[src/rtl/muldiv_pkg.sv]
// Shared definitions for the RISC-V M-extension multiply/divide unit.
// Decode uses the same op encodings (funct3 of the M instruction).
package muldiv_pkg;

  localparam int XLEN = 32;
  localparam int ITER = 32;

  localparam logic [2:0] MULDIV_MUL    = 3'b000;
  localparam logic [2:0] MULDIV_MULH   = 3'b001;
  localparam logic [2:0] MULDIV_MULHSU = 3'b010;
  localparam logic [2:0] MULDIV_MULHU  = 3'b011;
  localparam logic [2:0] MULDIV_DIV    = 3'b100;
  localparam logic [2:0] MULDIV_DIVU   = 3'b101;
  localparam logic [2:0] MULDIV_REM    = 3'b110;
  localparam logic [2:0] MULDIV_REMU   = 3'b111;

  typedef enum logic [1:0] {
    ST_IDLE = 2'd0,
    ST_CALC = 2'd1,
    ST_DONE = 2'd2
  } state_e;

endpackage

[src/rtl/muldiv_sign_fix.sv]
// Combinational sign handling: operand magnitudes on entry, and final
// negation plus result selection on exit.
module muldiv_sign_fix
  import muldiv_pkg::*;
(
  input  logic [2:0]        entry_op,
  input  logic [XLEN-1:0]   rs1,
  input  logic [XLEN-1:0]   rs2,
  output logic [XLEN-1:0]   mag_a,
  output logic [XLEN-1:0]   mag_b,
  output logic              neg,
  input  logic [2:0]        exit_op,
  input  logic              exit_neg,
  input  logic [2*XLEN-1:0] acc,
  output logic [XLEN-1:0]   result
);

  logic              signed_a;
  logic              signed_b;
  logic              sign_a;
  logic              sign_b;
  logic [2*XLEN-1:0] prod;
  logic [XLEN-1:0]   quot;
  logic [XLEN-1:0]   rem;

  always_comb begin
    signed_a = (entry_op == MULDIV_MUL) || (entry_op == MULDIV_MULH) ||
               (entry_op == MULDIV_MULHSU) || (entry_op == MULDIV_DIV) ||
               (entry_op == MULDIV_REM);
    signed_b = (entry_op == MULDIV_MUL) || (entry_op == MULDIV_MULH) ||
               (entry_op == MULDIV_DIV) || (entry_op == MULDIV_REM);
    sign_a   = signed_a & rs1[XLEN-1];
    sign_b   = signed_b & rs2[XLEN-1];
    mag_a    = sign_a ? (~rs1 + 1'b1) : rs1;
    mag_b    = sign_b ? (~rs2 + 1'b1) : rs2;
    // Remainder follows the dividend; everything else follows the sign product.
    neg      = (entry_op == MULDIV_REM || entry_op == MULDIV_REMU) ? sign_a
                                                                   : (sign_a ^ sign_b);
  end

  always_comb begin
    prod = exit_neg ? (~acc + 1'b1) : acc;
    quot = exit_neg ? (~acc[XLEN-1:0] + 1'b1) : acc[XLEN-1:0];
    rem  = exit_neg ? (~acc[2*XLEN-1:XLEN] + 1'b1) : acc[2*XLEN-1:XLEN];
    case (exit_op)
      MULDIV_MUL:                result = prod[XLEN-1:0];
      MULDIV_MULH, MULDIV_MULHSU,
      MULDIV_MULHU:              result = prod[2*XLEN-1:XLEN];
      MULDIV_DIV, MULDIV_DIVU:   result = quot;
      default:                   result = rem;
    endcase
  end

endmodule

[src/rtl/muldiv_unit.sv]
// Iterative RV32M multiply/divide: radix-2 shift-add multiply and restoring
// divide on magnitudes, 32 CALC cycles, with single-cycle special cases.
module muldiv_unit
  import muldiv_pkg::*;
(
  input  logic            clk,
  input  logic            rst_n,
  input  logic            start,
  input  logic [2:0]      op,
  input  logic [XLEN-1:0] rs1,
  input  logic [XLEN-1:0] rs2,
  input  logic            flush,
  output logic            busy,
  output logic            done,
  output logic [XLEN-1:0] result
);

  state_e            state_q, state_d;
  logic [2:0]        op_q, op_d;
  logic [2*XLEN-1:0] acc_q, acc_d;
  logic [XLEN-1:0]   opb_q, opb_d;
  logic [4:0]        cnt_q, cnt_d;
  logic              neg_q, neg_d;
  logic [XLEN-1:0]   result_q, result_d;
  logic              done_q, done_d;

  logic [XLEN-1:0]   mag_a, mag_b, fix_result;
  logic              fix_neg;
  logic [XLEN:0]     mul_sum;
  logic [XLEN:0]     div_rem;
  logic              div_ge;
  logic [XLEN-1:0]   div_sub;
  logic [2*XLEN-1:0] acc_step;
  logic              special;
  logic [XLEN-1:0]   special_val;

  muldiv_sign_fix u_sign_fix (
    .entry_op (op),
    .rs1      (rs1),
    .rs2      (rs2),
    .mag_a    (mag_a),
    .mag_b    (mag_b),
    .neg      (fix_neg),
    .exit_op  (op_q),
    .exit_neg (neg_q),
    .acc      (acc_step),
    .result   (fix_result)
  );

  // Multiply: acc = {partial product, remaining multiplier bits}, shifted right.
  // Divide: acc = {partial remainder, dividend/quotient bits}, shifted left.
  always_comb begin
    mul_sum = {1'b0, acc_q[2*XLEN-1:XLEN]} + (acc_q[0] ? {1'b0, opb_q} : '0);
    div_rem = acc_q[2*XLEN-1:XLEN-1];
    div_ge  = div_rem >= {1'b0, opb_q};
    div_sub = div_rem[XLEN-1:0] - opb_q;
    if (op_q[2]) begin
      acc_step = div_ge ? {div_sub, acc_q[XLEN-2:0], 1'b1}
                        : {div_rem[XLEN-1:0], acc_q[XLEN-2:0], 1'b0};
    end else begin
      acc_step = {mul_sum, acc_q[XLEN-1:1]};
    end
  end

  always_comb begin
    special     = 1'b0;
    special_val = '0;
    if (op[2]) begin
      if (rs2 == '0) begin
        special     = 1'b1;
        special_val = op[1] ? rs1 : 32'hFFFF_FFFF;
      end else if ((op == MULDIV_DIV || op == MULDIV_REM) &&
                   rs1 == 32'h8000_0000 && rs2 == 32'hFFFF_FFFF) begin
        special     = 1'b1;
        special_val = op[1] ? 32'h0 : 32'h8000_0000;
      end
    end
  end

  always_comb begin
    state_d  = state_q;
    op_d     = op_q;
    acc_d    = acc_q;
    opb_d    = opb_q;
    cnt_d    = cnt_q;
    neg_d    = neg_q;
    result_d = result_q;
    done_d   = 1'b0;
    case (state_q)
      ST_IDLE: begin
        if (start) begin
          op_d  = op;
          neg_d = fix_neg;
          cnt_d = 5'(ITER - 1);
          if (special) begin
            result_d = special_val;
            done_d   = 1'b1;
            state_d  = ST_DONE;
          end else begin
            acc_d   = op[2] ? {{XLEN{1'b0}}, mag_a} : {{XLEN{1'b0}}, mag_b};
            opb_d   = op[2] ? mag_b : mag_a;
            state_d = ST_CALC;
          end
        end
      end
      ST_CALC: begin
        acc_d = acc_step;
        cnt_d = cnt_q - 5'd1;
        if (cnt_q == 5'd0) begin
          result_d = fix_result;
          done_d   = 1'b1;
          state_d  = ST_DONE;
        end
      end
      ST_DONE: state_d = ST_IDLE;
      default: state_d = ST_IDLE;
    endcase
    if (flush) begin
      state_d  = ST_IDLE;
      done_d   = 1'b0;
      result_d = result_q;
    end
  end

  always_ff @(posedge clk or negedge rst_n) begin
    if (!rst_n) begin
      state_q  <= ST_IDLE;
      op_q     <= '0;
      acc_q    <= '0;
      opb_q    <= '0;
      cnt_q    <= '0;
      neg_q    <= 1'b0;
      result_q <= '0;
      done_q   <= 1'b0;
    end else begin
      state_q  <= state_d;
      op_q     <= op_d;
      acc_q    <= acc_d;
      opb_q    <= opb_d;
      cnt_q    <= cnt_d;
      neg_q    <= neg_d;
      result_q <= result_d;
      done_q   <= done_d;
    end
  end

  assign busy   = (state_q != ST_IDLE);
  assign done   = done_q;
  assign result = result_q;

endmodule

[config.mk]
export PLATFORM = sky130hd
export DESIGN_NAME = muldiv_unit
export DESIGN_NICKNAME = d
export VERILOG_FILES = /design/src/rtl/muldiv_pkg.sv /design/src/rtl/muldiv_sign_fix.sv /design/src/rtl/muldiv_unit.sv
export SDC_FILE = /design/constraint.sdc
export NUM_CORES = 1
export LEC_CHECK = 0
export BUFFER_PORTS_ARGS = -buffer_cell sky130_fd_sc_hd__buf_2
export CAP_MARGIN = 20
export CORE_UTILIZATION = 40
export CTS_CLUSTER_SIZE = 40
export DETAILED_ROUTE_END_ITERATION = 8
export HOLD_SLACK_MARGIN = 0.12
export SYNTH_ARGS = -nofsm -noshare
export SYNTH_HDL_FRONTEND = slang
export SYNTH_SLANG_ARGS = --single-unit
[constraint.sdc]
create_clock -name clk -period 10.8 [get_ports clk]
set_input_delay 0 -clock clk [delete_from_list [all_inputs] [get_ports clk]]
set_output_delay 0 -clock clk [all_outputs]
set_load 0.03 [all_outputs]
Word-level counts from Yosys, hierarchy flattened
Cells that the tools add are included.

Flip-flop bits (word level): 140. Bits in latches: 0. Memory bits (writable): 0. Memory bits (read-only): 0. Bits of input ports: 71. Output and inout bits: 34. Memories: 0.

Add/subtract/negate cells: 8. $mul: 0. Div/mod/pow operators: 0. $lt $le $gt $ge: 1. Eq/ne operators: 19. Shift operators: 0. Mux-type cells: 39. Bitwise gates (word level): 10. Reduce and logical (&&, ||, !) cells: 25.

Operator list (count): $mux W32 (15); $mux W64 (5); $add A32 B1 Y32 const B (4); $not A32 Y32 (4); $pmux W64 S2 (1); $pmux W32 S3 (1); $add A64 B1 Y64 const B (1); $eq A32 B32 Y1 const B (2); $not A64 Y64 (1); $pmux W32 S2 (1); $add A32 B32 Y33 (1); $ge A33 B32 Y1 (1); $logic_not A32 Y1 (1); $sub A32 B32 Y32 (1); $eq A3 B3 Y1 const B (5); $pmux W5 S2 (1); $eq A3 B2 Y1 const B (3); $logic_or A1 B1 Y1 (8); $mux W1 (8); $mux W2 (4); $ne A2 B2 Y1 const B (4); $eq A3 B1 Y1 const B (2); $logic_not A3 Y1 (2); $ne A3 B3 Y1 const B (2); 17 further kinds (24).

Logic depth before layout (Yosys ltp)
Depth in word-level cells: 11. Gate-level depth with buffers: 25. Gate-level depth less buffers: 22.

Modules after synthesis
A second synthesis with hierarchy kept.

Cells, all modules: 2183. Area, all modules: 16164.3 µm².

By module, submodules not included: muldiv_unit (instances 1, cells an instance 1492, area each 11806.3 µm², sequential area each 3503.4 µm²); muldiv_sign_fix (instances 1, cells an instance 691, area each 4357.9 µm², sequential area each 0.0 µm²).

Worst setup path before layout
Ideal clock, no wire load.

Path type: reg2reg. Start point: register op_q[2]. End point: register result_q[30] (netlist: result[30]). Arrival: 5857 ps. Data required time: 10717 ps. Setup slack: 4861 ps. Cell stages (with the launch flop): 24. Period minus slack after synthesis: 5939 ps. Path through: dfrtp_1 clkbuf_1 clkbuf_1 buf_1 clkbuf_1 buf_1 buf_1 buf_1 buf_1 nand2_1 o21ai_0 ha_1 o21ai_0 nor2_1 nand3_1 or2_2 or3_1 nand2b_1 o41ai_1 xor2_1 nand2_1 a2111oi_0 o21ai_0 o21ai_0.

Word-level cells in the longest chain between the ends: 7. Elaborated cells on any way between the ends: 21. Those cells by class: add/sub (3); eq/ne (5); mux (7); bitwise (3); reduce/logical (3).

Ends and longest elaborated chain: start, declared (RTL line muldiv_unit.sv:19) `logic [2:0] op_q, op_d;`; start signal, assigned (RTL line muldiv_unit.sv:137) `op_q <= op_d;`; $mux W64 (RTL line muldiv_unit.sv:57) `if (op_q[2]) begin`; $not A64 Y64 (tied with other cells) (RTL line muldiv_sign_fix.sv:42) `prod = exit_neg ? (~acc + 1'b1) : acc;`; $add A64 B1 Y64 (tied with other cells) (RTL line muldiv_sign_fix.sv:42); $mux W64 (tied with other cells) (RTL line muldiv_sign_fix.sv:42); $pmux W32 S3 * (RTL line muldiv_sign_fix.sv:45) `case (exit_op)`; $mux W32 * (RTL line muldiv_unit.sv:109) `if (cnt_q == 5'd0) begin`; $pmux W32 S2 * (RTL line muldiv_unit.sv:89) `case (state_q)`; end signal, assigned (RTL line muldiv_unit.sv:142) `result_q <= result_d;`; end, declared (RTL line muldiv_unit.sv:24) `logic [XLEN-1:0] result_q, result_d;`.

Every way passes the cells marked *; elsewhere a longest branch is shown, timed or not. The select of a mux whose other input is x is not followed. A chain may end at the register's enable or synchronous reset.

Worst setup path in the final report
Start point: register acc_q[37]. End point: register result_q[24] (netlist: result[24]).

Word-level cells in the longest chain between the ends: 9. Elaborated cells on any way between the ends: 17. Those cells by class: add/sub (5); order compare (1); mux (8); bitwise (3).

Ends and longest elaborated chain: start, declared (RTL line muldiv_unit.sv:20) `logic [2*XLEN-1:0] acc_q, acc_d;`; start signal, assigned (RTL line muldiv_unit.sv:129) `acc_q <= '0;`; start signal, assigned (RTL line muldiv_unit.sv:138) `acc_q <= acc_d;`; $sub A32 B32 Y32 or $ge A33 B32 Y1 (tied branches) (RTL line muldiv_unit.sv:56, muldiv_unit.sv:55); $mux W64 (RTL line muldiv_unit.sv:58) `acc_step = div_ge ? {div_sub, acc_q[XLEN-2:0], 1'b1}`; $mux W64 * (RTL line muldiv_unit.sv:57); $not A64 Y64 (tied with other cells) (RTL line muldiv_sign_fix.sv:42); $add A64 B1 Y64 (tied with other cells) (RTL line muldiv_sign_fix.sv:42); $mux W64 (tied with other cells) (RTL line muldiv_sign_fix.sv:42); $pmux W32 S3 * (RTL line muldiv_sign_fix.sv:45); $mux W32 * (RTL line muldiv_unit.sv:109); $pmux W32 S2 * (RTL line muldiv_unit.sv:89).

Marked as above.

==> metrics.yaml <==
run_status:
  status: "completed"
power:
  total_power_mw: 3.95
  peakVddDrop_uv: 121
  p_leak_nw: 7.11
  power_density_mw_per_mm2: 222
floorplanning:
  die_h_um: 201
  ios: 105
  rows: 72
  die_x_um: 201
  core_mm2: 0.0388
  floorplan.initialDensity_pct: 40.8
  die_area_mm2: 0.0404
worst_hold_path:
  hold_depth: 4
  hp-class: "in -> reg"
  holdPathEnd: "opb_q[11]"
  min_from: "rs2[11]"
finish:
  drive_gt1_share_pct: 10.2
  diodes: 0
  final_cell_count_no_fill: 2777
  layout.nets: 2392
  area_growth_pct: 12.0
setup_path:
  cp_common_cell: "o21ai_0"
  reg2reg_slack_ns: 4.18
  cp-end-kind: "flip-flop"
  crit_chain: "ha_1 -> a21oi_1 -> o22ai_1 -> a221oi_1 -> a21boi_4 -> nor2_2 -> nand2_1 -> o21ai_0 -> ha_1 -> o21ai_0 -> nor2_1 -> nand3_1 -> or2_2 -> or3_1 -> o21ai_0 -> nand3_1 -> o41ai_1 -> xnor2_1 -> o221ai_1 -> o211ai_1 -> a31oi_1"
  slowest_stage: "o21ai_0"
  path_class: "reg -> reg"
  cp_max_fo: 14
  crit_buf_inv: 0
  r2r-start: "acc_q[37]"
  reg2reg_depth: 21
  critPathTopFamily: "compound AO/OA/AOI/OAI gates"
  start_kind: "flip-flop"
  critPathMaxStageDelay_ns: 0.86
  cp.required_ns: 11.09
  arrival_ns: 6.92
  r2r-end: "result[24]"
global_routing:
  gr-total-overflow: 0
  grt_max_degree: 113
  antenna_found_initial: 4
  first_global_vias: 16400
  grtUsageTotal_pct: 33.0
  grt_pass1_wl_um: 102000
flow_run:
  drv_cap: 0
yosys:
  netlist_instances: 2192
  ys_types: 82
  synth-edff-count: 0
  syn_area_per_cell_um2: 7.23
  ys_seq_area_share_pct: 22.1
  async_flop_share_pct: 100
  yosys_register_bits: 140
  syn_nets: 2336
  yosysWarnings: 0
  ys.flop_type: "dfrtp_1"
  synth.cell_area_mm2: 0.0159
sta:
  relSlewSlack_pct: 28.1
  fmax_mhz: 151
  post-route-period-util_pct: 61.3
  min_period_ns: 6.62
  hold_violations: 0
  worst_pin_slew_ns: 1.08
  worst_slack_ns: 4.18
  maxSlewViolCount: 0
  rsz0062_at_grt: "false"
  finalSetupTns_ns: 0
  setup_viol: 0
  skew_ns: 0.0139
routing:
  wl_per_cell_um: 24.3
  drt_iter0_drc: 1972
  via_per_inst: 6.42
  wl_um: 67600
  num_vias: 17800
  firstDrtPassIters: 6
  drc_errors: 0
  antenna_left: 0
clock_tree:
  insertion_delay_ns: 0.47
  cts_tree: "built"
  cts_resized: 0
  root_buffer: "clkbuf_16"
  cts-htree-levels: 4
  clockBufferDepth: 2
  cts_setup_buffers: 0
  path_clk_slew_ns: 0.06
  cts.sinks: 140
  cts_buffers: 17
placed_design:
  hpwl_um: 52000
  gp_congestion: 1.02
  portBuffers: 104
  placed_cells: 2701
  dp_slack_ns: 4.50
## stage by stage
step           hold WS, ns  cell area (um2)  util, %
3_5_place_dp         0.155            16700     43.1
3_3_place_gp         0.154            16700     43.1
6_report            0.0998            17800     45.7
5_1_grt              0.128            17800     45.7
4_1_cts              0.122            17700     45.7
2_1_floorplan       -0.296            15900        -
## registers in the layout, indices dropped and copies added (netlist names)
register / cells
cnt_q: 5
acc_q: 64
done: 1
state_q: 2
neg_q: 1
result: 32
op_q: 3
opb_q: 32
## cell usage in the layout (no fill, tap or decap), types with 36 or more instances in the layout
cell type	n
dlygate4sd3_1	45
o211ai_1	36
a21oi_1	203
nor2_1	214
inv_1	70
nand3_1	53
and2_1	42
o21ai_0	223
nor3_1	53
xor2_1	56
buf_2	102
nand2_1	215
xnor2_1	104
a211oi_1	63
dfrtp_1	138
ha_1	71
## worst max-delay path by stage
stage	end	depth (start not counted)	slack, ns	start
2_1_floorplan	result[30]	23	4.86	op_q[2]
3_3_place_gp	result[24]	22	4.60	acc_q[51]
3_5_place_dp	result[24]	23	4.50	opb_q[20]
4_1_cts	result[24]	23	4.46	opb_q[20]
5_1_grt	result[24]	23	4.01	opb_q[20]
6_report	result[24]	21	4.18	acc_q[37]
## report_power, final
group | leakage, nW | switching [mW] | internal, mW | total [mW]
combinational | 5.10 | 1.69 | 0.895 | 2.59
sequential | 1.74 | 0.148 | 0.624 | 0.771
clock | 0.271 | 0.255 | 0.337 | 0.591
## logic make-up after synthesis
logic type               after synthesis  share of synthesized area [%]
AO/OA/AOI/OAI                        778                           31.0
adder cells (fa/ha/maj)               73                           5.86
AND/OR/NAND/NOR                      780                           23.9
XOR/XNOR                             160                           8.84
buffers and inverters                211                           5.03
flip-flops                           140                           22.1
multiplexers                          50                           3.29
## synth_stat cells, drive strengths merged, types with 17 or more instances
library cell	n	area, um2
o21ai	229	1150
nor2	216	813
nand2	215	807
a21oi	203	1020
dfrtp	140	3500
clkbuf	113	424
xnor2	104	911
ha	71	888
inv	70	263
a211oi	63	473
xor2	56	490
nand3	54	270
nor3	53	265
and2	42	263
a31oi	36	225
o211ai	36	270
mux2i	33	330
o31ai	31	233
or3	29	186
nand4	28	175
buf	27	108
or2	23	144
nor4	22	153
a21o	19	143
nand2b	19	119
and3	18	113
mux2	17	191
## worst min-delay path, cell delays in order
cell and delay, ns:
buf_2 0.11, xnor2_1 0.13, a21oi_1 0.14, o21ai_0 0.14
## repair_timing
| item | CTS | global route |
|---|---|---|
| endpoints found under the setup margin | 0 | 0 |
| endpoints found under the hold margin | 129 | 0 |
| hold buffers | 45 | 0 |
## layout make-up
| cell class | instances | area [um2] |
|---|---|---|
| Tap cell | 518 | 648 |
| Inverter | 71 | 267 |
| Sequential cell | 140 | 3510 |
| Clock buffer | 23 | 488 |
| Clock inverter | 7 | 65.1 |
| Timing Repair Buffer | 177 | 1190 |
| Fill cell | 3973 | 21100 |
| Multi-Input combinational cell | 1841 | 11600 |
## per-layer routing
metal,track usage (%),vias to the layer above,part of all wire (%)
li1,-,8186,-
met5,0,-,0.035
met3,5.60,166,8.4
met1,44.8,8581,43
met2,51.5,879,44
met4,14.4,4,4.5
Note: power is estimated with default switching activity, not from simulation.
